## config.mk

```make
export PLATFORM = sky130hd
export DESIGN_NAME = ysyx_22040237_ifu
export DESIGN_NICKNAME = d
export VERILOG_FILES = /design/src/rtl/ysyx_22040237_ifu_pkg.sv /design/src/rtl/ysyx_22040237_pc_reg.sv /design/src/rtl/ysyx_22040237_ifu.sv
export SDC_FILE = /design/constraint.sdc
export NUM_CORES = 1
export LEC_CHECK = 0
export BUFFER_PORTS_ARGS = -buffer_cell sky130_fd_sc_hd__buf_4
export CORE_ASPECT_RATIO = 2
export CORE_MARGIN = 4
export CORE_UTILIZATION = 45
export DETAILED_ROUTE_END_ITERATION = 7
export MAX_ROUTING_LAYER = met4
export PLACE_DENSITY = 0.83
export SYNTH_ARGS = -nofsm -noshare
export SYNTH_HDL_FRONTEND = slang
export SYNTH_HIERARCHICAL = 1
export SYNTH_SLANG_ARGS = --single-unit
export TNS_END_PERCENT = 1
```

## constraint.sdc

```tcl
create_clock -name clk -period 2.2 [get_ports clk]
set_clock_uncertainty 0.05 [all_clocks]
set_input_delay 0.11 -clock clk [delete_from_list [all_inputs] [get_ports clk]]
set_output_delay 0.11 -clock clk [all_outputs]
set_load 0.1 [all_outputs]
```

## src/rtl/ysyx_22040237_ifu_pkg.sv

```systemverilog
// Shared IFU types and constants: reset PC, PC step, FSM states,
// next-pc select codes and the jump target alignment helper.
package ysyx_22040237_ifu_pkg;

    localparam logic [31:0] RESET_PC = 32'h8000_0000;
    localparam logic [31:0] PC_STEP  = 32'd4;

    typedef enum logic [1:0] {
        S_REQ  = 2'd0,
        S_WAIT = 2'd1,
        S_HOLD = 2'd2,
        S_HALT = 2'd3
    } ifu_state_e;

    typedef enum logic [1:0] {
        PC_HOLD = 2'd0,
        PC_INC  = 2'd1,
        PC_JMP  = 2'd2
    } pc_sel_e;

    // jalr targets may be odd; bit 0 is always cleared
    function automatic logic [31:0] jmp_target(
        input logic [31:0] pc
    );
        return {pc[31:1], 1'b0};
    endfunction

endpackage

```

## src/rtl/ysyx_22040237_pc_reg.sv

```systemverilog
// Architectural PC register with hold / sequential / redirect
// next-pc selection.
module ysyx_22040237_pc_reg
    import ysyx_22040237_ifu_pkg::*;
#(
    parameter logic [31:0] RST_PC = RESET_PC,
    parameter logic [31:0] STEP   = PC_STEP
) (
    input  logic        clk,
    input  logic        rst,
    input  pc_sel_e     sel_i,
    input  logic [31:0] target_i,
    output logic [31:0] pc_o
);

    logic [31:0] pc_q;
    logic [31:0] pc_d;

    always_comb begin
        pc_d = pc_q;
        unique case (sel_i)
            PC_INC:  pc_d = pc_q + STEP;
            PC_JMP:  pc_d = target_i;
            default: pc_d = pc_q;
        endcase
    end

    always_ff @(posedge clk) begin
        if (rst) begin
            pc_q <= RST_PC;
        end else begin
            pc_q <= pc_d;
        end
    end

    assign pc_o = pc_q;

endmodule

```

## src/rtl/ysyx_22040237_ifu.sv

```systemverilog
// Instruction fetch stage: one fetch in flight, jump redirects
// squash stale responses, ebreak halts until reset.
module ysyx_22040237_ifu
    import ysyx_22040237_ifu_pkg::*;
#(
    parameter logic [31:0] RST_PC = RESET_PC,
    parameter logic [31:0] STEP   = PC_STEP
) (
    input  logic        clk,
    input  logic        rst,
    output logic        imem_req_valid,
    input  logic        imem_req_ready,
    output logic [31:0] imem_req_addr,
    input  logic        imem_rsp_valid,
    input  logic [31:0] imem_rsp_data,
    input  logic        redirect_valid,
    input  logic [31:0] redirect_pc,
    input  logic        halt,
    output logic        out_valid,
    input  logic        out_ready,
    output logic [31:0] out_pc,
    output logic [31:0] out_inst
);

    ifu_state_e  state_q;
    logic        drop_q;
    logic [31:0] out_pc_q;
    logic [31:0] out_inst_q;
    logic [31:0] pc;
    logic        redir;
    logic        req_fire;
    logic        out_fire;
    pc_sel_e     pc_sel;

    assign redir = redirect_valid && (state_q != S_HALT);

    // a redirect overrides halt, so the request still goes out
    assign imem_req_valid = !rst && (state_q == S_REQ)
                          && (!halt || redirect_valid);
    assign imem_req_addr  = pc;
    assign req_fire       = imem_req_valid && imem_req_ready;

    assign out_valid = !rst && (state_q == S_HOLD) && !redirect_valid;
    assign out_fire  = out_valid && out_ready;
    assign out_pc    = out_pc_q;
    assign out_inst  = out_inst_q;

    always_comb begin
        pc_sel = PC_HOLD;
        unique case (1'b1)
            redir:    pc_sel = PC_JMP;
            out_fire: pc_sel = PC_INC;
            default:  pc_sel = PC_HOLD;
        endcase
    end

    ysyx_22040237_pc_reg #(
        .RST_PC (RST_PC),
        .STEP   (STEP)
    ) u_pc_reg (
        .clk      (clk),
        .rst      (rst),
        .sel_i    (pc_sel),
        .target_i (jmp_target(redirect_pc)),
        .pc_o     (pc)
    );

    always_ff @(posedge clk) begin
        if (rst) begin
            state_q    <= S_REQ;
            drop_q     <= 1'b0;
            out_pc_q   <= 32'd0;
            out_inst_q <= 32'd0;
        end else begin
            unique case (state_q)
                S_REQ: begin
                    if (redirect_valid) begin
                        if (req_fire) begin
                            drop_q  <= 1'b1;
                            state_q <= S_WAIT;
                        end
                    end else if (halt) begin
                        state_q <= S_HALT;
                    end else if (req_fire) begin
                        state_q <= S_WAIT;
                    end
                end
                S_WAIT: begin
                    if (redirect_valid) begin
                        drop_q <= !imem_rsp_valid;
                        if (imem_rsp_valid) begin
                            state_q <= S_REQ;
                        end
                    end else if (imem_rsp_valid) begin
                        if (drop_q) begin
                            drop_q  <= 1'b0;
                            state_q <= S_REQ;
                        end else begin
                            out_pc_q   <= pc;
                            out_inst_q <= imem_rsp_data;
                            state_q    <= S_HOLD;
                        end
                    end
                end
                S_HOLD: begin
                    if (redirect_valid || out_ready) begin
                        state_q <= S_REQ;
                    end
                end
                S_HALT: begin
                    state_q <= S_HALT;
                end
                default: begin
                    state_q <= S_REQ;
                end
            endcase
        end
    end

endmodule

```

==> reports/summary.md, run 1 <==
Net switching is 33.7% of the power. The run gives 0 as the initial antenna violation count. The biggest area contributor in the post-synthesis netlist is dfxtp_1. After clock tree synthesis, the clock-pin slew on the worst setup and hold paths is 80 ps. The run gives 32.4% as the part of the total power dissipated in the clock network. For the total count of hold-check failures in the final report, the log shows 0.

The tools report the number of DRC markers after the initial detailed-route iteration as 294. Based on the critical path, the design can be clocked at up to 485 MHz. The tools report the clock net sink count as 99.

The share of the clock period used by the worst path was 93.7%; the CTS buffer count was 9. Entering global routing, the biggest net connects 165 pins. The internal portion of the total power is 3.08 mW.

The count of pins on the block boundary is 169, and the number of flops mapped to enable cells by yosys is 0. The worst hold path begins at imem_rsp_data[20]. The count of pins over their slew limit is 0. In the layout the commonest cells are buf_4 (193), nand2b_1 (131), dfxtp_1 (98), mux2i_1 (77), nor2_1 (30). The worst hold path was traced through 3 stages. For the worst setup path, the data arrival time is 2250 ps. The standard cell core area was 11000 sq um; the leakage dissipation was 2.86 nW. The least setup slack across all paths after layout is 140 ps. When the netlist entered floorplanning its net count stood at 634. The final route contains 4953 vias.

The analysis attributes to net switching a power of 1.56 mW. Power spread over the standard cell area amounts to 649 nW/um^2. For this run, the post-layout net count is 829. Setup total negative slack on the finished layout was measured at 0 ps.

Clock root buffer: clkbuf_16. Class of the worst hold path: in2reg. The minimum period implied by the final worst setup slack came out at 2060 ps. The tools report the final wirelength as 15200 um.

Yosys attributes the largest share of cell area to dfxtp_1 (39%), nand2b_1 (16%), mux2i_1 (15%), a21oi_1 (2.3%), buf_12 (2.3%). The number of cells produced by synthesis is 561. The number of warnings printed during yosys synthesis was 6. The worst hold path terminates at out_inst[20]$_SDFFE_PP0P_.

Prior to clock tree synthesis, the placed netlist has a worst setup slack of 170 ps. Data on the critical path is required at its endpoint by 2390 ps. The flip-flop and latch count after synthesis was 99.

The first detailed-routing pass ran for 6 iterations. The worst-path maximum fanout was 8; the horizontal die dimension was 83.4 um. Dividing the detail-routed via count by the number of cells gives 5.50. The tools report the total congestion overflow after global routing as 0.

Hold is met by 5.81 ps. The remaining antenna violation count is 0, and the post-synthesis area per instance is 9.13 sq um. The most common cell after layout, fill and taps aside is buf_4. The run gives 0.864 as the final weighted congestion in routability-driven placement. Setup violations remaining at the end of the flow were counted as 0. Measured in cells, the most critical reg-to-reg path has a length of 6.

Summed over all nets, the half-perimeter wirelength after detailed placement is 10800 um. The category of the critical setup timing path is reg2reg. The run finished with clean final reports. The worst-margin pin slew is 515 ps.

After synthesis, the share of flip-flops with an asynchronous set or reset is 0%. The area growth from synthesis to layout works out to 39.8%. The count of buffers from port buffering was 167. Final antenna diode count: 0. Beginning of the worst register-to-register path: state_q[0]$_SDFFE_PP0P_. The run gives 4998 as the via count of the first global-routing pass. TritonCTS built the clock tree.

The register-to-register setup slack was 140 ps. Endpoint of the most critical register-to-register path: u_pc_reg/pc_o[24]$_SDFFE_PP0P_. The share of total power dissipated in combinational logic is 25.9%. After floorplanning, the core was divided into 54 placement rows. After synthesis, the netlist uses 56 different library cells. The post-detailed-route DRC marker count came out at 0. The area fraction of the dominant cell type after synthesis works out to 38.7%. The worst setup path is launched from a flop.

The main flop type after synthesis was dfxtp_1. For this configuration, the core starts out at a cell density of 46.5%. No sink is reached through more buffers than the 2 on the longest clock path. Of the synthesized area, sequential elements account for 38.7%. Headroom to the max-slew limit came out at 65.6%. The run gives 918 as the count of fill cells added during filler insertion. The H-tree was split into 3 levels.

The die covers 13300 sq um. The part of the total power dissipated in sequential elements came out at 41.7%. IR analysis of the VDD net gives a maximum drop of 477 uV. After detailed routing, the average wire length per cell comes to 16.9 um. The worst-skew pair later-pin latency is 340 ps, and the global-route wire length before repair is 24600 um. The synthesized cell area was 5120 sq um; the number of max-cap violations was 0. Cells with a size suffix above 1 make up 30.1% of the layout. The die is 159 um tall. Across every metal layer, demand over resource in global routing totals 23.2%. STA classifies the critical path endpoint as a flop.

Setup repair after global routing left no endpoint under its margin.
through the flow:
| step | power [mW] | area, sq um | std cells | util (%) |
|---|---|---|---|---|
| global route | 4.82 | 7160 | 901 | 65.0 |
| detailed placement | 3.13 | 6580 | 856 | 59.8 |
| global placement | 3.10 | 6580 | 856 | 59.8 |
| finish | 4.64 | 7160 | 901 | 65.0 |
| floorplan | 2.83 | 5230 | 561 | - |
| CTS | 4.67 | 7140 | 900 | 64.9 |
power groups by stage:
| stage | clock network, mW | registers (mW) | logic (mW) |
|---|---|---|---|
| after global routing | 1.61 | 1.95 | 1.26 |
| after floorplan | 0 | 2.42 | 0.411 |
| after CTS | 1.53 | 1.94 | 1.20 |
| final | 1.50 | 1.94 | 1.20 |
| after global placement | 0 | 1.97 | 1.13 |
| after detailed placement | 0 | 1.98 | 1.15 |
what timing repair did:
action | CTS | global route
setup endpoints to repair | 0 | 4
endpoints found under the hold margin | 28 | 0
buffers inserted | 0 | 1
hold buffers | 28 | 0
gates resized for setup | 0 | 1
synthesized netlist by cell type, drive strengths merged, types with 2 or more instances:
cell type and count:
nor3b 2, nor4b 2, nand3 14, o22ai 11, dfxtp 99, and2 3, clkbuf 26, o21ai 15
buf 13, a32o 2, o41ai 4, nand2b 132, inv 4, mux2i 77, nor2 32, clkinv 2
and4 6, nand2 20, nor4 5, o21a 5, a31oi 8, and3 5, a22oi 10, a211oi 6
or4 2, ha 2, nor3 8, nand4 6, a21oi 24
how the worst max path moves through the flow:
| stage | slack, ps | from | end |
|---|---|---|---|
| 6_report | 140 | state_q[0]$_SDFFE_PP0P_ | u_pc_reg/pc_o[24]$_SDFFE_PP0P_ |
| 3_3_place_gp | 210 | u_pc_reg/pc_o[13]$_SDFFE_PP0P_ | u_pc_reg/pc_o[28]$_SDFFE_PP0P_ |
| 2_1_floorplan | -680 | state_q[0]$_SDFFE_PP0P_ | u_pc_reg/pc_o[31]$_SDFFE_PP1P_ |
| 3_5_place_dp | 170 | state_q[0]$_SDFFE_PP0P_ | u_pc_reg/pc_o[24]$_SDFFE_PP0P_ |
| 4_1_cts | 90 | state_q[0]$_SDFFE_PP0P_ | u_pc_reg/pc_o[24]$_SDFFE_PP0P_ |
| 5_1_grt | 4 | state_q[0]$_SDFFE_PP0P_ | u_pc_reg/pc_o[31]$_SDFFE_PP1P_ |
state kept, by name (all words and copies together) (netlist names):
register	flops
drop_q	1
out_inst	32
out_pc	32
state_q	2
u_pc_reg/pc_o	32
layer usage:
layer / track usage, % / part of all wire [%] / wire, um
met5: - / 0 / 0
met4: 11.7 / 4.4 / 677
met3: 3.79 / 5.7 / 871
met1: 23.8 / 36 / 5500
met2: 42.1 / 54 / 8200
logic make-up after synthesis:
group | count (synthesis) | share of synthesized area (%)
simple gates | 243 | 28.1
other cells | 1 | 0.0732
mux | 78 | 15.3
fa+ha+maj | 2 | 0.489
buf+inv | 45 | 5.62
flops | 99 | 38.7
compound gates | 93 | 11.7
worst max-delay path, cell delays in order (launching register included):
cell and delay (ps):
dfxtp_1 350, a21boi_0 300, ha_4 270, clkinv_1 270
nor2_2 390, a22oi_1 150, o32ai_1 180
final cells by class:
class / instances / area (sq um) / area share [%]
clock buffers: 12 / 246 / 3.44
clock inverters: 4 / 33.8 / 0.472
inverters: 6 / 35.0 / 0.490
multi-input cells: 417 / 2910 / 40.7
flip-flops and latches: 99 / 1980 / 27.7
well taps: 140 / 175 / 2.45
repair buffers: 223 / 1770 / 24.7
No activity file was read; power rests on OpenSTA's default activity.
==> run 2: changes to the inputs <==
- ABC_AREA: unset -> 1
- CORE_UTILIZATION: 45 -> 30
- PLACE_DENSITY: 0.83 -> 0.62
==> run 2 against run 1 <==
Compared with the run above:
- register-to-register slack improved by 110 ps
- worst hold slack better by 17 ps
- clock power increased by 9%
- critical path depth grew 3
- global-route usage is 4.5 points lower
- fmax rose by 5.7%
- largest cell class unchanged
- largest power group unchanged
- highest routed layer unchanged
==> reports/summary.md, run 2 <==
The tools report the post-detailed-route DRC marker count as 0 (unchanged). The remaining antenna violation count was 0 (unchanged); the number of DRC markers after the initial detailed-route iteration was 250 (was 294). The post-synthesis cell type count is 37 (was 56). The tools report the largest voltage drop on the vdd net as 499 uV (was 477 uV).

The global-route wire length before repair is 26900 um (was 24600 um). The wire length on met3 is 754 um (was 871 um), and the CTS buffer count is 9 (unchanged). The least setup slack across all paths after layout is 251 ps (was 140 ps), and the deepest level of the CTS H-tree is 3 (unchanged). The tools report the number of max-cap violations as 0 (unchanged). The run gives 18.7% (was 23.2%) as the total routing resource utilization after global routing.

The starting density of the core is 30.8% (was 46.5%). The run gives 18500 sq um (was 13300 sq um) as the full die area. The run gives 0 (unchanged) as the initial antenna violation count.

The detail-routed via count per cell was 4.72 (was 5.50). The fraction of layout instances using a drive strength above 1 came out at 24.0% (was 30.1%). The highest signal layer in the routed design was met4 (unchanged). The tools report the beginning of the worst register-to-register path as state_q[0]$_SDFFE_PP0P_ (unchanged). The share of flip-flops with an asynchronous set or reset is 0% (unchanged). The tools report the detailed-placement wirelength estimate as 12200 um (was 10800 um). The floorplan die height was 188 um (was 159 um); the clock net sink count was 99 (unchanged).

Setup repair after global routing left no endpoint under its margin. Capturing element type of the critical path: a flop (unchanged). The tools report the sum of met2 wire segment lengths after detailed routing as 9190 um (was 8200 um).

The run gives 40.6% (was 38.7%) as the sequential cell area fraction in the yosys report. The flip-flop and latch count after synthesis was 99 (unchanged). The tools report the detailed-router iteration count before antenna repair as 5 (was 6). The run gives 6380 um (was 5500 um) as the met1 routed wirelength after detailed routing. Top cells by count, synth: nor2_1 (218), nand2_1 (136), dfxtp_1 (99) (was nand2b_1 (132), dfxtp_1 (99), mux2i_1 (77)). Number of cell instances on the worst register-to-register path: 9 (was 6).

TritonCTS built the clock tree. The area growth from synthesis to layout is 41.1% (was 39.8%). The number of standard-cell rows in the floorplan is 65 (was 54).

The run gives 2150 ps (was 2250 ps) as the arrival time of data at the critical path endpoint. Power density of the placed cells: 736 nW/um^2 (was 649 nW/um^2). The final design instance area without fill is 6890 sq um (was 7160 sq um), and the register-to-register setup slack is 250 ps (was 140 ps). The tools report the maximum number of pins on one net before global-route repair as 65 (was 165).

For the standard cell core area, the log shows 15900 sq um (was 11000 sq um). Final weighted congestion in routability-driven placement: 0.952 (was 0.864). Most area-consuming cells after synthesis: dfxtp_1 (41%), nor2_1 (17%), nand2_1 (10%), o21ai_1 (6.3%), a21oi_1 (3.9%) (was dfxtp_1 (39%), nand2b_1 (16%), mux2i_1 (15%), a21oi_1 (2.3%), buf_12 (2.3%)).

The number of cells produced by synthesis is 732 (was 561), and the number of instances resized during post-cts repair is 0 (unchanged). The critical path startpoint category was a flop (unchanged). For the number of warnings printed during yosys synthesis, the log shows 6 (unchanged).

Count of endpoints failing setup in the final report: 0 (unchanged). Clock root buffer: clkbuf_16 (unchanged). Share of the clock period used by the worst path: 88.6% (was 93.7%). The run gives 5.07 mW (was 4.64 mW) as the total power after layout. Post-synthesis area per instance: 6.67 sq um (was 9.13 sq um). The class of the worst hold path was in2reg (unchanged). The tools report the headroom to the max-slew limit as 51.0% (was 65.6%). The net count after synthesis came out at 805 (was 634). The largest area contributor in the synthesized netlist is dfxtp_1 (unchanged).

For the total count of hold-check failures in the final report, the log shows 0 (unchanged). The tools report the placed standard-cell area as 6250 sq um (was 6580 sq um). The critical hold path startpoint was redirect_pc[10] (was imem_rsp_data[20]).

The count of pins on the block boundary was 169 (unchanged); the worst setup slack after placement was 284 ps (was 170 ps). The setup fix buffers added after clock tree synthesis was 0 (unchanged). Endpoint of the worst hold path: u_pc_reg/pc_o[10]$_SDFFE_PP0P_ (was out_inst[20]$_SDFFE_PP0P_). The most common cell after layout, fill and taps aside was nor2_1 (was buf_4). The main flop type after synthesis was dfxtp_1 (unchanged).

The minimum period implied by the final worst setup slack was 1950 ps (was 2060 ps). Most frequently used cell type in the post-synthesis netlist: nor2_1 (was nand2b_1). Total vias in the final route: 5331 (was 4953).

The count of fill cells added during filler insertion came out at 1677 (was 918). The worst-path maximum fanout works out to 33 (was 8). The final antenna diode count is 0 (unchanged). The clock transition at the registers of the reported paths works out to 70 ps (was 80 ps).

The tools report the sum of negative setup slack as 0 ps (unchanged). The via count of the first global-routing pass was 5293 (was 4998); the synthesized cell area was 4880 sq um (was 5120 sq um). The tools report the number of nets in the layout as 996 (was 829).

Commonest cells after routing, fill and taps aside: nor2_1 (218), buf_4 (179), nand2_1 (136), dfxtp_1 (97), o21ai_1 (61) (was buf_4 (193), nand2b_1 (131), dfxtp_1 (98), mux2i_1 (77), nor2_1 (30)). The area fraction of the dominant cell type after synthesis was 40.6% (was 38.7%). The fmax came out at 513 MHz (was 485 MHz). The number of buffers inserted for hold repair after clock tree synthesis came out at 34 (was 28).

Worst-margin pin slew: 735 ps (was 515 ps). Number of flops mapped to enable cells by yosys: 0 (unchanged). The final wirelength is 16900 um (was 15200 um), and the worst endpoint required time is 2400 ps (was 2390 ps). Category of the critical setup timing path: reg2reg (unchanged).

The tools report the count of pins over their slew limit as 0 (unchanged). The endpoint of the most critical register-to-register path is u_pc_reg/pc_o[5]$_SDFFE_PP0P_ (was u_pc_reg/pc_o[24]$_SDFFE_PP0P_). The run finished with clean final reports. For the worst-skew pair later-pin latency, the log shows 350 ps (was 340 ps). The instance count along the most critical hold path is 3 (unchanged), and the clock tree buffer depth is 2 (unchanged).

The tools report the total congestion overflow after global routing as 0 (unchanged). For the leakage dissipation, the log shows 3.13 nW (was 2.86 nW). The average routed wire per standard cell is 15.0 um (was 16.9 um), and the count of buffers from port buffering is 167 (unchanged). The horizontal die dimension came out at 98.2 um (was 83.4 um).
==> run 2: changes by cell type in the layout (fill, tap and decap cells not counted), moves of 10 or more <==
cell	delta
nor2_1	+188
nand2_1	+116
o21ai_1	+61
a21oi_1	+14
buf_4	-14
a22oi_1	-10
mux2i_1	-77
nand2b_1	-131
inv_1	+36
nand3_1	+23
==> run 2: how the worst max path moves through the flow <==
stage / from / to / slack (ps) / cells after the start
after CTS: state_q[0]$_SDFFE_PP0P_ / u_pc_reg/pc_o[5]$_SDFFE_PP0P_ / 270 / 9
after global routing: state_q[0]$_SDFFE_PP0P_ / u_pc_reg/pc_o[27]$_SDFFE_PP0P_ / 50 / 11
after detailed placement: state_q[0]$_SDFFE_PP0P_ / u_pc_reg/pc_o[5]$_SDFFE_PP0P_ / 280 / 9
after global placement: state_q[0]$_SDFFE_PP0P_ / u_pc_reg/pc_o[5]$_SDFFE_PP0P_ / 310 / 9
after floorplan: state_q[1]$_SDFFE_PP0P_ / imem_req_valid / -100 / 1
final: state_q[0]$_SDFFE_PP0P_ / u_pc_reg/pc_o[5]$_SDFFE_PP0P_ / 250 / 9
==> run 2: per-stage QoR <==
stage	hold slack (ps)	util, %	instances
after floorplan	129	-	732
after global placement	280	39.4	1079
after detailed placement	288	39.4	1079
after CTS	10.5	43.5	1129
after global routing	44.5	43.5	1129
final	22.5	43.5	1129
==> run 2: kinds of logic after synthesis <==
| group | after synthesis | synth area share [%] |
|---|---|---|
| AND/OR/NAND/NOR | 420 | 35.3 |
| AO/OA/AOI/OAI | 129 | 13.9 |
| flip-flops | 99 | 40.6 |
| buffers and inverters | 80 | 9.51 |
| adder cells (fa/ha/maj) | 2 | 0.512 |
| XOR/XNOR | 1 | 0.179 |
| other | 1 | 0.0768 |
==> run 2: routing by layer <==
layer | track usage [%] | up-vias
li1 | - | 2719
met1 | 19.3 | 2432
met2 | 34.3 | 146
met3 | 2.78 | 34
met4 | 8.57 | 0
met5 | - | -
==> run 2: power breakdown <==
group          internal [mW]  switching [mW]  leakage, nW
registers               1.89           0.124        0.807
clock network          0.920           0.706        0.147
logic                  0.388            1.04         2.18
==> run 2: layout make-up <==
cell class,instances,area (sq um),area share [%]
timing repair buffer,216,1740,25.3
clock buffer,11,243,3.52
sequential,99,1980,28.8
tap,201,251,3.65
inverter,44,165,2.40
multi-input combinational,553,2440,35.5
clock inverter,5,60.1,0.871
==> run 2: worst max-delay path, cell delays in order (launching register included) <==
cell and delay (ps):
dfxtp_1 360, inv_2 110, nand3_1 90, nor3_1 160, inv_1 70, ha_1 220
inv_2 240, buf_12 240, nand2_1 70, a221oi_1 250
